`src/rtl/apb_cmd_master_pkg.sv`:
```
// Shared definitions for apb_cmd_master.
//   - Default width/timeout constants used as parameter defaults by the top.
//   - FSM state encoding (IDLE -> SETUP -> ACCESS -> RESP -> IDLE).
package apb_cmd_master_pkg;

    localparam int unsigned DEFAULT_DATA_WIDTH     = 32;
    localparam int unsigned DEFAULT_ADDR_WIDTH     = 32;
    localparam int unsigned DEFAULT_TIMEOUT_CYCLES = 256;

    typedef logic [1:0] apb_state_t;

    localparam apb_state_t ST_IDLE   = 2'd0;
    localparam apb_state_t ST_SETUP  = 2'd1;
    localparam apb_state_t ST_ACCESS = 2'd2;
    localparam apb_state_t ST_RESP   = 2'd3;

endpackage

```
`src/rtl/apb_cmd_master.sv`:
```
// apb_cmd_master: turns a valid/ready command stream into single APB4 transfers
// and returns one response per command.
//
// Optional feature macro: APB_CMD_MASTER_TIMEOUT_EN
//   When defined, an ACCESS phase that sees no PREADY for TIMEOUT_CYCLES cycles is
//   aborted and answered with rsp_err=1, rsp_rdata=0. When undefined, ACCESS waits
//   indefinitely and no counter exists.
//
// Ports:
//   PCLK, PReset              clock (rising edge), async active-high reset
//   cmd_valid/cmd_ready       command handshake; cmd_ready high only in IDLE
//   cmd_write/addr/wdata/wstrb command fields, latched on accept
//   rsp_valid/rsp_ready       response handshake; held in RESP until consumed
//   rsp_rdata, rsp_err        read data (0 for writes/errors), error flag
//   PSELx, PENABLE, PWRITE,
//   PADDR, PWDATA, PWSTRB     APB4 master outputs
//   PRDATA, PREADY, PSLVERR   APB4 slave inputs, only looked at in ACCESS
module apb_cmd_master
    import apb_cmd_master_pkg::*;
#(
    parameter int unsigned DATA_WIDTH     = DEFAULT_DATA_WIDTH,
    parameter int unsigned ADDR_WIDTH     = DEFAULT_ADDR_WIDTH,
    parameter int unsigned TIMEOUT_CYCLES = DEFAULT_TIMEOUT_CYCLES
) (
    input  logic                    PCLK,
    input  logic                    PReset,

    input  logic                    cmd_valid,
    output logic                    cmd_ready,
    input  logic                    cmd_write,
    input  logic [ADDR_WIDTH-1:0]   cmd_addr,
    input  logic [DATA_WIDTH-1:0]   cmd_wdata,
    input  logic [DATA_WIDTH/8-1:0] cmd_wstrb,

    output logic                    rsp_valid,
    input  logic                    rsp_ready,
    output logic [DATA_WIDTH-1:0]   rsp_rdata,
    output logic                    rsp_err,

    output logic                    PSELx,
    output logic                    PENABLE,
    output logic                    PWRITE,
    output logic [ADDR_WIDTH-1:0]   PADDR,
    output logic [DATA_WIDTH-1:0]   PWDATA,
    output logic [DATA_WIDTH/8-1:0] PWSTRB,
    input  logic [DATA_WIDTH-1:0]   PRDATA,
    input  logic                    PREADY,
    input  logic                    PSLVERR
);

    localparam int unsigned STRB_WIDTH = DATA_WIDTH / 8;
    localparam int unsigned ADDR_LSB   = $clog2(STRB_WIDTH);
    // Clears the byte-lane bits so PADDR is always bus-word aligned.
    localparam logic [ADDR_WIDTH-1:0] ADDR_MASK =
        ~ADDR_WIDTH'((64'd1 << ADDR_LSB) - 64'd1);

    if ((TIMEOUT_CYCLES == 0) || ((DATA_WIDTH % 8) != 0)) begin : g_param_check
        $error("apb_cmd_master: TIMEOUT_CYCLES must be nonzero, DATA_WIDTH a multiple of 8");
    end

    apb_state_t state_q, state_d;

    logic [ADDR_WIDTH-1:0] paddr_q;
    logic                  pwrite_q;
    logic [DATA_WIDTH-1:0] pwdata_q;
    logic [STRB_WIDTH-1:0] pwstrb_q;
    logic [DATA_WIDTH-1:0] rdata_q;
    logic                  err_q;

    logic accept;
    logic done;
    logic timeout;

    // Gated by reset so the handshake is closed while reset is held.
    assign cmd_ready = (state_q == ST_IDLE) && !PReset;
    assign accept    = cmd_valid && cmd_ready;
    assign done      = (state_q == ST_ACCESS) && PREADY;

`ifdef APB_CMD_MASTER_TIMEOUT_EN
    localparam int unsigned CNT_W = $clog2(TIMEOUT_CYCLES + 1);

    logic [CNT_W-1:0] tmo_cnt_q;

    // Counts completed ACCESS cycles; fires on the last allowed one.
    assign timeout = (state_q == ST_ACCESS) && !PREADY &&
                     (tmo_cnt_q == CNT_W'(TIMEOUT_CYCLES - 1));

    always_ff @(posedge PCLK or posedge PReset) begin
        if (PReset) begin
            tmo_cnt_q <= '0;
        end else if (state_q == ST_ACCESS) begin
            tmo_cnt_q <= tmo_cnt_q + 1'b1;
        end else begin
            tmo_cnt_q <= '0;
        end
    end
`else
    assign timeout = 1'b0;
`endif

    always_comb begin
        state_d = state_q;
        case (state_q)
            ST_IDLE:   if (accept) state_d = ST_SETUP;
            ST_SETUP:  state_d = ST_ACCESS;
            ST_ACCESS: if (done || timeout) state_d = ST_RESP;
            ST_RESP:   if (rsp_ready) state_d = ST_IDLE;
            default:   state_d = ST_IDLE;
        endcase
    end

    always_ff @(posedge PCLK or posedge PReset) begin
        if (PReset) begin
            state_q <= ST_IDLE;
        end else begin
            state_q <= state_d;
        end
    end

    // Command fields are captured once on accept and stay put through ACCESS.
    always_ff @(posedge PCLK or posedge PReset) begin
        if (PReset) begin
            paddr_q  <= '0;
            pwrite_q <= 1'b0;
            pwdata_q <= '0;
            pwstrb_q <= '0;
        end else if (accept) begin
            paddr_q  <= cmd_addr & ADDR_MASK;
            pwrite_q <= cmd_write;
            pwdata_q <= cmd_wdata;
            pwstrb_q <= cmd_write ? cmd_wstrb : '0;
        end
    end

    // Response is captured at the end of ACCESS and held through RESP.
    always_ff @(posedge PCLK or posedge PReset) begin
        if (PReset) begin
            rdata_q <= '0;
            err_q   <= 1'b0;
        end else if (done) begin
            rdata_q <= (!pwrite_q && !PSLVERR) ? PRDATA : '0;
            err_q   <= PSLVERR;
        end else if (timeout) begin
            rdata_q <= '0;
            err_q   <= 1'b1;
        end
    end

    // Select/enable decode straight from the state so reset drops them at once.
    assign PSELx     = (state_q == ST_SETUP) || (state_q == ST_ACCESS);
    assign PENABLE   = (state_q == ST_ACCESS);
    assign PWRITE    = pwrite_q;
    assign PADDR     = paddr_q;
    assign PWDATA    = pwdata_q;
    assign PWSTRB    = pwstrb_q;

    assign rsp_valid = (state_q == ST_RESP);
    assign rsp_rdata = rdata_q;
    assign rsp_err   = err_q;

endmodule
```
`config.mk`:
```
export PLATFORM = sky130hd
export DESIGN_NAME = apb_cmd_master
export DESIGN_NICKNAME = d
export VERILOG_FILES = /design/src/rtl/apb_cmd_master_pkg.sv /design/src/rtl/apb_cmd_master.sv
export SDC_FILE = /design/constraint.sdc
export NUM_CORES = 1
export LEC_CHECK = 0
export BUFFER_PORTS_ARGS = -buffer_cell sky130_fd_sc_hd__buf_4
export CORE_MARGIN = 8
export CORE_UTILIZATION = 47
export CTS_CLUSTER_DIAMETER = 200
export DETAILED_ROUTE_END_ITERATION = 10
export GPL_ROUTABILITY_DRIVEN = 0
export PLACE_DENSITY = 0.85
export SLEW_MARGIN = 40
export SYNTH_ARGS = -nofsm -noshare
export SYNTH_HDL_FRONTEND = slang
export SYNTH_SLANG_ARGS = --single-unit
```
`constraint.sdc`:
```
create_clock -name PCLK -period 6.6 [get_ports PCLK]
set_input_delay 0.66 -clock PCLK [delete_from_list [all_inputs] [get_ports PCLK]]
set_output_delay 0.66 -clock PCLK [all_outputs]
set_load 0.1 [all_outputs]
```
Yosys cells after proc, flatten, opt, wreduce, memory -nomap -nowiden
Index checks and enable logic that the tools add are counted.
{ "word_totals": {"reg_bits": 102} }
{ "classes": {"eq_ne": 6, "muxes": 6, "n_reduce_logical": 10} }
{ "ops": {"columns": ["op", "n"], "rows": [
  ["$mux 32", 1],
  ["$pmux 2 s4", 1],
  ["$mux 2", 3],
  ["$eq 2x2->1 const B", 2],
  ["$logic_and 1x1->1", 4],
  ["$mux 4", 1],
  ["$ne 2x1->1 const B", 2],
  ["$logic_not 1->1", 3],
  ["$reduce_and 3->1", 1],
  ["$eq 2x1->1 const B", 1],
  ["$logic_not 2->1", 1],
  ["$ne 2x2->1 const B", 1],
  ["$logic_or 1x1->1", 1]
]} }

Logic depth before layout (Yosys ltp)
Gate-level depths: netlist (run 1).
{ "depth": {"word_depth": 5, "mapped_depth": 7, "depth_no_buf": 5} }

Least setup slack after synthesis (run 1)
OpenSTA, ideal clock, no wires.
{ "synth_path": {"path_kind": "register to output", "start": "register state_q[0]", "end": "output cmd_ready", "t_arrival_ns": 2.005, "required_ns": 5.940, "slack_ns": 3.935, "path_stages_with_launch": 4, "path_buffers": 0, "path_cell_list": "dfrtp_1 > inv_1 > ha_1 > nor2b_1"} }
{ "synth_between": {"elab_chain_cells": 2} }
{ "synth_lines": {"columns": ["item", "line", "text"], "rows": [
  ["start: declaration", "apb_cmd_master.sv:61", "apb_state_t state_q, state_d;"],
  ["start signal: assignment", "apb_cmd_master.sv:116", "state_q <= state_d;"],
  ["$logic_not 2->1", "apb_cmd_master.sv:75", "assign cmd_ready = (state_q == ST_IDLE) && !PReset;"],
  ["$logic_and 1x1->1", "apb_cmd_master.sv:75", null],
  ["end: declaration", "apb_cmd_master.sv:29", "output logic cmd_ready,"]
]} }
Every way passes these cells.

Final worst setup path (run 1)
{ "layout_path": {"start": "register state_q[0]", "end": "register rdata_q[25] (netlist: rsp_rdata[25])"} }
{ "layout_between": {"elab_chain_cells": 2} }
{ "layout_lines": {"columns": ["item", "line", "text"], "rows": [
  ["$eq 2x2->1", "apb_cmd_master.sv:77", "assign done = (state_q == ST_ACCESS) && PREADY;"],
  ["$logic_and 1x1->1", "apb_cmd_master.sv:77", null],
  ["end signal: assignment", "apb_cmd_master.sv:141", "rdata_q <= (!pwrite_q && !PSLVERR) ? PRDATA : '0;"],
  ["end: declaration", "apb_cmd_master.sv:67", "logic [DATA_WIDTH-1:0] rdata_q;"]
]} }
Every way passes these cells.
A chain may end at the register's enable or synchronous reset.

==> metrics.txt, run 1 <==
Yosys warning total 0; drt initial violations 66; number of global-route vias before repair 2975; category of the worst setup path launch point register; portion of the post-synthesis area used by sequential elements 66.4%; Register-to-Register Path Depth 7; HP Class primary input to asynchronous set/reset pin; clock-pin slew reported for the worst setup and hold paths after clock tree synthesis 0.11 ns; Avg Inst Size Synth 15.7 µm²; clock root cell sky130_fd_sc_hd__clkbuf_8; total of cells resized after clock tree synthesis 0; final wirelength 10300 µm; largest fanout of any net on the critical path 34; commonest cells after routing, fill and taps aside sky130_fd_sc_hd__buf_4 (209), sky130_fd_sc_hd__dfrtp_1 (102), sky130_fd_sc_hd__mux2_2 (64); Routed WL per cell 18.3 µm; number of buffers inserted during clock tree synthesis 9; ratio of cells with drive above 1 in the final layout 64.0%; Die ar. 0.0113 mm²; data required time of the critical path 6.87 ns; normalized max-slew margin 54.3%; hold bufs inserted after CTS 0; slew of the pin with the lowest slew margin 0.684 ns; summed negative setup slack over all endpoints 0 ns; Fill cells 573; Post CTS Setup Buffer Count 0; floorplan core area 0.00805 mm²; part of the cycle the worst path needs 35.0%; CP arrival 2.58 ns; total routing resource utilization after global routing 17.4%; HPWL after detailed placement 7980 µm; Reg-to-Reg End rsp_rdata[25]$_DFFE_PP0P_; area used by multi-input combinational logic 0.00119 mm²; RSZ-0062 raised after global routing no; diode count 0; number of antenna-violating nets in the routed design 0; die outline width 106 µm; clock tree from TritonCTS built; insertion delay to the later sink of the worst-skew pair 0.35 ns; element type at the critical path end register; number of port buffers 208; flop and latch count out of synthesis 102; post-synthesis instance area 0.00384 mm²; number of hold violations in the final report 0; register-to-register path setup slack 4.29 ns; clock skew 0.0169 ns; most frequent standard cell in the layout excluding fill and tap cells sky130_fd_sc_hd__buf_4; initial core utilization 47.7%; outcome completed; worst r2r src state_q[0]$_DFFE_PP0P_; vias post-DR 2759; DR pass1 iterations 4; number of remaining DRC errors 0; synthesized instance count 245; CTS H-Tree Depth 3; Clock Sinks 102; relative area change from synthesis to final layout 48.2%; setup-violating endpoint count in the final report 0; drt via density 4.90; num rows 33; maximum clock rate 0.432 GHz; sequential cell area 0.00255 mm²; wire length of the first global-routing pass 15600 µm; maximum number of pins on one net before global-route repair 72; GR Overflow Total 0; minimum period implied by the final worst setup slack 2.31 ns; number of distinct library cells after synthesis 19; antenna violations before repair 0; count of pins over their slew limit 0; net count reported at finish 564; Max Cap Viol 0; Max Root-Sink Buffers 2; type of the worst setup path register to register; boundary pin count 213; height of the die 106 µm
==> sequential cells by signal (all words and copies together) (netlist names) <==
signal	cells
PWDATA	32
PWRITE	1
rsp_rdata	32
state_q	2
rsp_err	1
PWSTRB	4
PADDR	30
==> cell type report <==
class | instances | area share (%)
Clock buffer | 12 | 2.55
Inverter | 5 | 0.374
Clock inverter | 4 | 0.967
Multi-Input combinational cell | 123 | 20.8
Sequential cell | 102 | 44.8
Tap cell | 105 | 2.31
Timing Repair Buffer | 212 | 28.1
==> cell usage after synthesis <==
master	count	share of area, %
sky130_fd_sc_hd__a22o_1	32	7.3
sky130_fd_sc_hd__inv_1	5	0.49
sky130_fd_sc_hd__ha_1	4	1.3
sky130_fd_sc_hd__nor2_1	1	0.098
sky130_fd_sc_hd__o21ai_0	4	0.52
sky130_fd_sc_hd__nand2b_1	1	0.16
sky130_fd_sc_hd__nor3_2	1	0.26
sky130_fd_sc_hd__dfrtp_1	102	66
sky130_fd_sc_hd__mux2i_1	1	0.26
sky130_fd_sc_hd__nand3b_1	1	0.20
sky130_fd_sc_hd__mux2_1	1	0.29
sky130_fd_sc_hd__clkbuf_1	3	0.29
sky130_fd_sc_hd__nor2b_1	1	0.16
sky130_fd_sc_hd__a222oi_1	1	0.26
sky130_fd_sc_hd__buf_2	5	0.65
sky130_fd_sc_hd__mux2_2	64	19
sky130_fd_sc_hd__buf_4	8	1.6
sky130_fd_sc_hd__conb_1	1	0.098
sky130_fd_sc_hd__nand2_1	9	0.88
==> worst max-delay path, stage by stage (launching register included) <==
cell and delay [ns]:
sky130_fd_sc_hd__dfrtp_1 0.40, sky130_fd_sc_hd__inv_1 0.12, sky130_fd_sc_hd__ha_1 0.26, sky130_fd_sc_hd__nand2_2 0.42, sky130_fd_sc_hd__nor3_4 0.47, sky130_fd_sc_hd__buf_6 0.22
sky130_fd_sc_hd__buf_6 0.17, sky130_fd_sc_hd__a22o_1 0.17
==> cell families (layout without fill, tap and decap cells) <==
group | Yosys count | count (layout) | share of synthesized area, %
AO/OA/AOI/OAI | 37 | 37 | 8.08
buffers and inverters | 21 | 233 | 3.00
AND/OR/NAND/NOR | 14 | 14 | 1.76
adder cells (fa/ha/maj) | 4 | 4 | 1.30
other | 1 | 2 | 0.0976
multiplexers | 66 | 66 | 19.3
flip-flops | 102 | 102 | 66.4
==> per-stage QoR <==
stage	setup WS [ns]	std cells	hold WS [ns]	utilization, %	instance area (µm²)
after CTS	4.28	563	0.409	70.7	5690
final	4.29	563	0.398	70.7	5690
after detailed placement	4.32	547	0.484	68.2	5490
after global placement	3.73	545	0.465	67.9	5470
after floorplan	3.26	246	0.512	-	3840
after global routing	4.09	563	0.435	70.7	5690
==> metal layers <==
metal / track usage [%] / routed length [µm] / up-vias / share of wire [%]
met1: 19.2 / 3900 / 1352 / 38
met2: 30.4 / 5370 / 120 / 52
li1: - / - / 1283 / -
met5: 0 / 0 / - / 0
met3: 7.20 / 989 / 4 / 9.6
met4: 4.32 / 56 / 0 / 0.54
==> worst max-delay path by stage <==
stage / from / endpoint / slack, ns / cells after the start
after floorplan: PReset / PADDR[10]$_DFFE_PP0P_ / 3.26 / 1
final: state_q[0]$_DFFE_PP0P_ / rsp_rdata[25]$_DFFE_PP0P_ / 4.29 / 7
after CTS: state_q[0]$_DFFE_PP0P_ / rsp_rdata[25]$_DFFE_PP0P_ / 4.28 / 7
after global placement: PREADY / rsp_rdata[16]$_DFFE_PP0P_ / 3.73 / 4
after global routing: state_q[0]$_DFFE_PP0P_ / rsp_rdata[25]$_DFFE_PP0P_ / 4.09 / 7
after detailed placement: state_q[0]$_DFFE_PP0P_ / rsp_rdata[25]$_DFFE_PP0P_ / 4.32 / 7
Power of run 1 is not shown: default switching activity piles up to over one toggle a cycle in this logic, so the estimate is an artifact.
==> run 2: changes to the inputs <==
--- a/config.mk
+++ b/config.mk
@@ -7,11 +7,11 @@
 export LEC_CHECK = 0
 export BUFFER_PORTS_ARGS = -buffer_cell sky130_fd_sc_hd__buf_4
 export CORE_MARGIN = 8
-export CORE_UTILIZATION = 47
+export CORE_UTILIZATION = 40
 export CTS_CLUSTER_DIAMETER = 200
 export DETAILED_ROUTE_END_ITERATION = 10
 export GPL_ROUTABILITY_DRIVEN = 0
-export PLACE_DENSITY = 0.85
+export PLACE_DENSITY = 0.77
 export SLEW_MARGIN = 40
 export SYNTH_ARGS = -nofsm -noshare
 export SYNTH_HDL_FRONTEND = slang
==> constraint.sdc (replaced) <==
create_clock -name PCLK -period 1.95 [get_ports PCLK]
set_input_delay 0.195 -clock PCLK [delete_from_list [all_inputs] [get_ports PCLK]]
set_output_delay 0.195 -clock PCLK [all_outputs]
set_load 0.1 [all_outputs]
==> run 2 against run 1 <==
  * Fmax rose by 32%
  * Setup slack worse by 4.1 ns
  * Cell area rose by 0.99%
  * Critical path depth shrank 1
  * Count of clock-buffer cells in the layout fell by 2
  * Global-route usage is 2.1 points lower
  * Via count increased by 0.94%
  * First-iteration DRC count is 130% higher
  * Register-to-register slack got worse by 4.1 ns
  * Flip-flop and latch count stayed put
==> metrics.txt, run 2 (synthesis gave the netlist of run 1 again) <==
Max Root-Sink Buffers 2 (unchanged); number of port buffers 208 (unchanged); ratio of cells with drive above 1 in the final layout 64.6% (+0.66 points); number of buffers inserted during clock tree synthesis 9 (unchanged); category of the worst setup path launch point register; CTS H-Tree Depth 3 (unchanged); area used by multi-input combinational logic 0.00119 mm² (+0.42%); vias post-DR 2785 (+0.94%); Post CTS Setup Buffer Count 0 (unchanged); relative area change from synthesis to final layout 49.7%; Routed WL per cell 17.4 µm (-5.3%); minimum period implied by the final worst setup slack 1.75 ns (-0.565 ns); worst r2r src state_q[0]$_DFFE_PP0P_; largest fanout of any net on the critical path 32 (-5.9%); CP Cell Sequence inv_1 -> ha_2 -> nand2_1 -> nor3_4 -> buf_4 -> a22o_1; cell family with most CP delay buffers and inverters; HPWL after detailed placement 7850 µm (-1.6%); num rows 35 (+6.1%); antenna violations before repair 0 (unchanged); clock tree from TritonCTS built; number of buffer and inverter instances along the worst setup path 2 (-1); number of global-route vias before repair 3046 (+2.4%); initial core utilization 41.4% (-6.3 points); Clock Sinks 102 (unchanged); GR Overflow Total 0 (unchanged); drt via density 4.74 (-3.2%); normalized max-slew margin 55.0% (+0.76 points); type of the worst setup path register to register; floorplan core area 0.00928 mm² (+15%); data required time of the critical path 2.24 ns (-4.63 ns); total of cells resized after clock tree synthesis 0 (unchanged); DR pass1 iterations 4 (unchanged); slew of the pin with the lowest slew margin 0.675 ns (-0.00898 ns); Die ar. 0.0130 mm² (+15%); clock root cell sky130_fd_sc_hd__clkbuf_8; Fill cells 757 (+32%); number of antenna-violating nets in the routed design 0 (unchanged); final wirelength 10200 µm (-1.2%); sequential cell area 0.00255 mm² (unchanged); setup-violating endpoint count in the final report 0 (unchanged); clock skew 0.00562 ns (-0.0113 ns); Max stage delay cell, worst path sky130_fd_sc_hd__dfrtp_1; diode count 0 (unchanged); net count reported at finish 565 (+0.18%); summed negative setup slack over all endpoints 0 ns (unchanged); Slowest Stage Delay on Critical Path 0.40 ns (-0.07 ns); count of pins over their slew limit 0 (unchanged); maximum clock rate 0.572 GHz (+32%); part of the cycle the worst path needs 89.6% (+55 points); number of remaining DRC errors 0 (unchanged); final core occ 61.9% (-8.8 points); commonest cells after routing, fill and taps aside sky130_fd_sc_hd__buf_4 (212), sky130_fd_sc_hd__dfrtp_1 (102), sky130_fd_sc_hd__mux2_2 (64); hold bufs inserted after CTS 0 (unchanged); wire length of the first global-routing pass 15700 µm (+0.57%); height of the die 114 µm (+7.1%); Critical path origin state_q[0]$_DFFE_PP0P_; Max Cap Viol 0 (unchanged); CP arrival 2.04 ns (-0.54 ns); die outline width 114 µm (+7.1%); maximum number of pins on one net before global-route repair 72 (unchanged); element type at the critical path end register; most frequent standard cell in the layout excluding fill and tap cells sky130_fd_sc_hd__buf_4; clock-pin slew reported for the worst setup and hold paths after clock tree synthesis 0.09 ns (-0.02 ns); boundary pin count 213 (unchanged); number of hold violations in the final report 0 (unchanged); total routing resource utilization after global routing 15.3% (-2.1 points); RSZ-0062 raised after global routing no; outcome completed; drt initial violations 151 (+130%); insertion delay to the later sink of the worst-skew pair 0.35 ns (about the same); HP Class primary input to asynchronous set/reset pin
[run 2: cell count changes in the layout (fill, tap and decap cells not counted), sizes merged]
cell	delta
clkbuf	-2
inv	-1
buf	+1
bufinv	+1
clkinv	-1
clkinvlp	+2
[run 2: cell type report]
type                       instances  area share, %
clock inverter                     5           1.46
inverter                           5          0.392
sequential                       102           44.4
clock buffer                      10           2.22
multi-input combinational        123           20.7
tap                              129           2.81
timing repair buffer             213           28.0
[run 2: worst paths after layout]
path	depth (start not counted)	slack [ns]	end
max in group asynchronous	3	1.42	PADDR[13]$_DFFE_PP0P_
max reg2reg	6	0.20	rsp_rdata[1]$_DFFE_PP0P_
max	6	0.20	rsp_rdata[1]$_DFFE_PP0P_
min	3	0.04	PWSTRB[3]$_DFFE_PP0P_
min reg2reg	2	0.50	PWSTRB[0]$_DFFE_PP0P_
min in group PCLK	2	0.05	rsp_rdata[4]$_DFFE_PP0P_
[run 2: layer usage]
layer | vias up | GRT usage (%) | routed length, µm
met2 | 132 | 25.7 | 5100
met3 | 14 | 7.34 | 991
met5 | - | 0 | 0
li1 | 1280 | - | -
met1 | 1359 | 16.5 | 3910
met4 | 0 | 5.41 | 189
[run 2: per-stage QoR]
stage	cells	worst slack, ns	hold slack (ns)	cell area [µm²]
after floorplan	246	0.00889	0.328	3860
after global placement	572	0.297	0.413	5540
after detailed placement	572	0.213	0.417	5540
after CTS	587	0.187	0.0300	5750
after global routing	587	0.0503	0.0326	5750
final	587	0.202	0.0360	5750
[run 2: worst reg2reg max path, stage by stage, from the launching register on]
cell	delay (ns)
sky130_fd_sc_hd__dfrtp_1	0.40
sky130_fd_sc_hd__inv_1	0.13
sky130_fd_sc_hd__ha_2	0.23
sky130_fd_sc_hd__nand2_1	0.22
sky130_fd_sc_hd__nor3_4	0.17
sky130_fd_sc_hd__buf_4	0.35
sky130_fd_sc_hd__a22o_1	0.20
Power of run 2 is left out for the same reason.
